`config.mk`:
```
export PLATFORM = sky130hd
export DESIGN_NAME = sequence_input_serializer
export DESIGN_NICKNAME = d
export VERILOG_FILES = /design/src/rtl/sequence_input_serializer.sv
export SDC_FILE = /design/constraint.sdc
export NUM_CORES = 1
export LEC_CHECK = 0
export ABC_AREA = 1
export CAP_MARGIN = 5
export CORE_MARGIN = 2
export CORE_UTILIZATION = 54
export DETAILED_ROUTE_END_ITERATION = 8
export MAX_ROUTING_LAYER = met4
export PLACE_DENSITY = 0.87
export SLEW_MARGIN = 10
export SYNTH_ARGS = -nofsm -noshare
export SYNTH_HDL_FRONTEND = slang
export SYNTH_SLANG_ARGS = --single-unit
```
`constraint.sdc`:
```
create_clock -name clk -period 1.7 [get_ports clk]
set_input_delay 0.17 -clock clk [delete_from_list [all_inputs] [get_ports clk]]
set_output_delay 0.17 -clock clk [all_outputs]
set_load 0.05 [all_outputs]
```
`src/rtl/sequence_input_serializer.sv`:
```
// Word-to-bit serializer feeding the 101101 sequence detector.
// A hold register in front of the shifter lets back-to-back words stream with no gap.
module sequence_input_serializer #(
  parameter int unsigned WIDTH     = 16,
  parameter bit          MSB_FIRST = 1'b1,
  parameter int unsigned CNT_W     = 8
) (
  input  logic             clk,
  input  logic             reset,
  input  logic             load_valid,
  input  logic [WIDTH-1:0] load_data,
  output logic             load_ready,
  input  logic             bit_en,
  input  logic             flush,
  output logic             X,
  output logic             x_valid,
  output logic             busy,
  output logic             word_done,
  output logic [CNT_W-1:0] word_count
);

  localparam int unsigned BIT_CNT_W = (WIDTH > 1) ? $clog2(WIDTH) : 1;
  localparam logic [BIT_CNT_W-1:0] LAST_BIT = BIT_CNT_W'(WIDTH - 1);

  typedef enum logic {
    IDLE  = 1'b0,
    SHIFT = 1'b1
  } state_e;

  state_e               state_q, state_d;
  logic [WIDTH-1:0]     hold_q, hold_d;
  logic                 hold_full_q, hold_full_d;
  logic [WIDTH-1:0]     shift_q, shift_d;
  logic [BIT_CNT_W-1:0] bit_cnt_q, bit_cnt_d;
  logic                 word_done_q, word_done_d;
  logic [CNT_W-1:0]     word_count_q, word_count_d;

  logic             accept;
  logic [WIDTH-1:0] shifted;

  assign load_ready = ~hold_full_q & ~flush & ~reset;
  assign accept     = load_valid & load_ready;
  // Move the register one place toward the output end, zero-filling behind.
  assign shifted    = MSB_FIRST ? {shift_q[WIDTH-2:0], 1'b0} : {1'b0, shift_q[WIDTH-1:1]};

  always_ff @(posedge clk or posedge reset) begin
    if (reset) begin
      state_q      <= IDLE;
      hold_q       <= '0;
      hold_full_q  <= 1'b0;
      shift_q      <= '0;
      bit_cnt_q    <= '0;
      word_done_q  <= 1'b0;
      word_count_q <= '0;
    end else begin
      state_q      <= state_d;
      hold_q       <= hold_d;
      hold_full_q  <= hold_full_d;
      shift_q      <= shift_d;
      bit_cnt_q    <= bit_cnt_d;
      word_done_q  <= word_done_d;
      word_count_q <= word_count_d;
    end
  end

  always_comb begin
    state_d      = state_q;
    hold_d       = hold_q;
    hold_full_d  = hold_full_q;
    shift_d      = shift_q;
    bit_cnt_d    = bit_cnt_q;
    word_done_d  = 1'b0;
    word_count_d = word_count_q;

    if (flush) begin
      state_d     = IDLE;
      hold_full_d = 1'b0;
      shift_d     = '0;
      bit_cnt_d   = '0;
    end else begin
      unique case (state_q)
        IDLE: begin
          if (hold_full_q) begin
            shift_d     = hold_q;
            hold_full_d = 1'b0;
            bit_cnt_d   = '0;
            state_d     = SHIFT;
          end
        end
        SHIFT: begin
          if (bit_en) begin
            if (bit_cnt_q != LAST_BIT) begin
              shift_d   = shifted;
              bit_cnt_d = bit_cnt_q + BIT_CNT_W'(1);
            end else begin
              word_done_d  = 1'b1;
              word_count_d = word_count_q + CNT_W'(1);
              // A buffered word is reloaded on the same edge for a gapless stream.
              if (hold_full_q) begin
                shift_d     = hold_q;
                hold_full_d = 1'b0;
                bit_cnt_d   = '0;
              end else begin
                shift_d = shifted;
                state_d = IDLE;
              end
            end
          end
        end
        default: state_d = IDLE;
      endcase

      // accept implies the hold register was empty, so it never races the reload.
      if (accept) begin
        hold_d      = load_data;
        hold_full_d = 1'b1;
      end
    end
  end

  assign X          = (state_q == SHIFT) & (MSB_FIRST ? shift_q[WIDTH-1] : shift_q[0]);
  assign x_valid    = (state_q == SHIFT);
  assign busy       = (state_q == SHIFT) | hold_full_q;
  assign word_done  = word_done_q;
  assign word_count = word_count_q;

endmodule
```
# [Yosys cells after proc, flatten, opt, wreduce, memory -nomap -nowiden]
# Index checks and enable logic that the tools add are counted.
[totals] reg_bits=47 in_bits=21 output_inout_bits=13 wordCells=53
[classes] addsub=2 n_eq_ne=5 mux=25 n_bitwise=10 reduce_logical=4
[ops] cell="2-to-1 mux 16 bit" count=5
[ops] cell="case mux 16 bit (2 select lines)" count=1
[ops] cell="2-to-1 mux 4 bit" count=4
[ops] cell="2-to-1 mux 1 bit" count=12
[ops] cell="adder 8 x 1 -> 8 bit (second input constant)" count=1
[ops] cell="!= test 4 bit (second input constant)" count=2
[ops] cell="case mux 4 bit (2 select lines)" count=1
[ops] cell="!= test 3 bit (second input constant)" count=2
[ops] cell="AND reduction 2 bit" count=3
[ops] cell="inverter 1 bit" count=5
[ops] cell="adder 4 x 1 -> 4 bit (second input constant)" count=1
[ops] cell="bitwise AND 1 bit" count=4
[ops] cell="!= test 4 x 3 -> 1 bit (second input constant)" count=1
[ops] cell="case mux 1 bit (2 select lines)" count=2
[ops] cell="AND reduction 4 bit" count=1
[ops] cell="bitwise OR 1 bit" count=1

# [Depth between registers and ports, before layout]
# Gate-level depths: netlist of the first run.
[depth] word_depth=6 depth_mapped=9 depth_no_buf=9

# [Least setup slack after synthesis of the first run]
# OpenSTA, ideal clock, no wires.
[synth_timing] path_type="flip-flop to flip-flop" from="register hold_full_q" to="register hold_q[12]" setup_time_ns=0.124 arrival_ns=2.234 required_ns=1.576 setup_slack_ns=-0.658 path_stages_with_launch=6 period_less_slack_ns=2.358 path_cell_list="dfrtp_1 nor3_1 nand2_1 buf_2 nor2_1 a21oi_1"
[synth_between] elab_chain_cells=5
[synth_lines] item="start: declaration" line="32" source="logic hold_full_q, hold_full_d;"
[synth_lines] item="start signal: assignment" line="58" source="hold_full_q <= hold_full_d;"
[synth_lines] item="inverter 1 bit" line="41" source="assign load_ready = ~hold_full_q & ~flush & ~reset;"
[synth_lines] item="bitwise AND 1 bit (2 in series)" line="41"
[synth_lines] item="net load_ready" line="12" source="output logic load_ready,"
[synth_lines] item="bitwise AND 1 bit" line="42" source="assign accept = load_valid & load_ready;"
[synth_lines] item="AND reduction 2 bit (no source line)"
[synth_lines] item="end signal: assignment" line="57" source="hold_q <= hold_d;"
[synth_lines] item="end: declaration" line="31" source="logic [WIDTH-1:0] hold_q, hold_d;"
# The timed path passes the listed nets, and every way through them passes these cells.
# A chain may end at the register's enable or synchronous reset.

# [Final worst setup path of the first run]
[layout_timing] from="register word_done_q (netlist: word_done)" to="output word_done"
[layout_rtl] item="start: declaration" line="35" source="logic word_done_q, word_done_d;"
[layout_rtl] item="start signal: assignment" line="61" source="word_done_q <= word_done_d;"
[layout_rtl] item="end: declaration" line="18" source="output logic word_done,"
# No word-level cell between the ends.

==> qor.yml, run 1 <==
sta:
  hold_viol: 0
  slew_viol_final: 0
  setup_viol: 0
  tightest_slew_ns: 0.4913
  fin_tns_setup_ns: 0
  slew-limit-headroom: 0.6714
  fmax_mhz: 629.5
  setup_ws_ns: 0.1114
  fin_crit_ns: 1.589
  fin_crit_sh: 0.9345
  skew_ns: 0.007524
  rsz0062_at_grt: "no"
grt:
  track_usage: 0.2248
  grt_max_degree: 48
  grt_overflow: 0
  antenna_found_initial: 0
  grt_pass1_vias: 2034
  grt_pass1_wl_um: 8528
yosys:
  ys_seq_elements: 47
  synth.distinct_cells: 22
  synthArstFlopShare: 1.000
  yosys-top-cells-area: "dfrtp_1 51%, nand2_1 18%, inv_1 8.1%, nand3_1 5.6%, nor2_1 3.9%"
  synth_edf_count: 0
  synth_top_flop_cell: "dfrtp_1"
  synth_fp_nets: 328
  synthMostInstantiatedCell: "nand2_1"
  synth_area_um2: 2303
  synth_warnings: 0
  yosys-top-cells-count: "110 x nand2_1, 50 x inv_1, 47 x dfrtp_1"
  yosysTopAreaCell: "dfrtp_1"
  netlist_instances: 305
  synth_top_area_share: 0.5106
  avgSynthCellArea_um2: 7.552
  synth_seq_area_share: 0.5106
placed_design:
  port_buffers: 33
  dp_cells: 393
  dpl_worst_slack_ns: -0.05738
  dp_hpwl_um: 3358
  gp_congestion: 0.8766
clocking:
  numCtsBuffers: 5
  cts.reportedPaths.clkPinSlew_ns: 0.09
  cts_tree: "yes"
  cts_buffer_depth: 2
  htree_levels: 2
  clk_latency_ns: 0.30
  cts-root-buf: "clkbuf_8"
  cts.sinks: 47
  post_cts_buffers: 0
die:
  die-width_um: 69.31
  dieHeight_um: 69.31
  fp.dieArea_um2: 4804
  io_pins: 34
  fp.coreArea_um2: 4058
  initial_core_util: 0.5677
  rows: 23
route:
  drt-total-wl_um: 4795
  viasPerCell: 4.990
  drtAntennaViolNets: 0
  drc: 0
  wire_per_inst_um: 11.96
  vias: 2001
  drtPass1Iterations: 4
  drt-initial-drc-count: 166
setup_path:
  worstPathArrival_ns: 1.42
  critPathTopFamily: "buffers and inverters"
  critPathLaunchType: "flip-flop"
  r2r.worst_path.cells: 8
  r2r_setup_slack_ns: 0.17
  cp_max_fo: 1
  critPathBufInv: 1
  crit_chain: "clkdlybuf4s50_1"
  path_class: "flip-flop to primary output"
  critical_path_required_ns: 1.53
  crit-reg2reg-launch: "bit_cnt_q[0]$_DFFE_PP0P_"
  endpoint_kind: "primary output"
  critPathMaxStageDelay_ns: 0.79
  regToRegEndpoint: "shift_q[12]$_DFFE_PP0P_"
  critical_path.slowest_cell: "clkdlybuf4s50_1"
layout:
  n_antenna_cell: 0
  drive_above_1_share: 0.1197
  multi_input_area_um2: 910.9
  regArea_um2: 1177
  fillers: 309
  nNetsFinal: 373
  final_cells: 401
  area_growth_pct: 25.09
flow_run:
  drv_cap: 0
power_and_ir_drop:
  powerDensity_nw_per_um2: 850.1
  p_leak_uw: 0.001523
  vdd_ir_drop_max_mv: 0.4036
  finalPower_uw: 2450
status:
  status: "finished, final reports clean"
hold_path:
  min_path_type: "input port to async pin"
==> metrics by stage <==
stage | instance area (um2) | util | hold slack, ns
3_3_place_gp | 2770 | 0.6827 | 0.4632
6_report | 2882 | 0.7101 | 0.3359
4_1_cts | 2874 | 0.7083 | 0.3344
3_5_place_dp | 2770 | 0.6827 | 0.4712
2_1_floorplan | 2318 | - | 0.2653
5_1_grt | 2882 | 0.7101 | 0.3554
==> sequential cells by signal (all words and copies together) (netlist names) <==
| signal | flops |
|---|---|
| bit_cnt_q | 4 |
| hold_full_q | 1 |
| hold_q | 16 |
| shift_q | 16 |
| word_count | 8 |
| word_done | 1 |
| x_valid | 1 |
==> power breakdown <==
part	leakage (uW)	switching, uW	internal, uW
Combinational	0.000881	251	175
Sequential	0.000592	54.2	1230
Clock	0.0000505	368	370
==> placed cells by master (no fill, tap or decap) <==
cell	n
buf_12	3
xor2_1	3
o21ai_0	5
clkdlybuf4s50_1	21
inv_1	49
clkinv_1	1
o21ai_4	1
nand2_1	110
nor2_4	1
a21oi_1	16
dfrtp_2	1
nand3_1	26
nand4_1	3
buf_4	22
nand2_2	2
nor2_1	23
clkbuf_8	7
nor3_1	1
nor3_4	2
xnor2_1	1
ha_1	2
o22ai_1	1
nor2_2	1
inv_2	1
clkinvlp_4	1
o31ai_1	1
dfrtp_1	46
==> per-layer routing <==
layer / wire length, um / GRT usage / share of wire / up-vias
li1: - / - / - / 1018
met1: 2074 / 0.2538 / 0.43 / 923
met2: 2415 / 0.3932 / 0.50 / 56
met3: 252 / 0.04651 / 0.053 / 4
met4: 53 / 0.08279 / 0.011 / 0
met5: 0 / - / 0 / -
==> cells by family after synthesis <==
kind of cell | Yosys count | share of synthesized area
compound gates | 24 | 0.05541
xor+xnor | 4 | 0.01521
fa+ha+maj | 2 | 0.01086
buf+inv | 59 | 0.1032
flops | 47 | 0.5106
simple gates | 169 | 0.3047
==> worst reg2reg max path, stage by stage (launching register included) <==
cell	delay, ns
dfrtp_1	0.42
ha_1	0.24
nand3_1	0.14
nand2_1	0.12
nand2_2	0.08
buf_4	0.21
nand2_1	0.07
nand3_1	0.10
nand2_1	0.06
==> how the worst max path moves through the flow <==
stage / to / cells past startpoint / slack, ns / from
2_1_floorplan: shift_q[0]$_DFFE_PP0P_ / 6 / 0.06 / x_valid$_DFF_PP0_
4_1_cts: word_done / 1 / 0.09 / word_done$_DFF_PP0_
5_1_grt: shift_q[12]$_DFFE_PP0P_ / 9 / 0.04 / bit_cnt_q[0]$_DFFE_PP0P_
3_3_place_gp: shift_q[4]$_DFFE_PP0P_ / 5 / 0.02 / flush
3_5_place_dp: shift_q[14]$_DFFE_PP0P_ / 5 / -0.06 / flush
6_report: word_done / 1 / 0.11 / word_done$_DFF_PP0_
==> repair_timing <==
item,CTS,global route
setup endpoints to repair,0,4
resized for setup,0,1
hold buffers,0,0
hold endpoints to repair,0,0
==> final cells by class <==
cell class,count,area share
Clock buffer,7,0.03343
Clock inverter,1,0.002605
Inverter,51,0.06644
Multi-Input combinational cell,199,0.3161
Sequential cell,47,0.4086
Tap cell,50,0.02171
Timing Repair Buffer,46,0.1511
Note: power is estimated with default switching activity, not from simulation.
==> run 2, diff against run 1 <==
Settings changed: GPL_ROUTABILITY_DRIVEN set to 0.
==> results of run 2 <==
Final layout, timing and power as in run 1 (identical DEF).
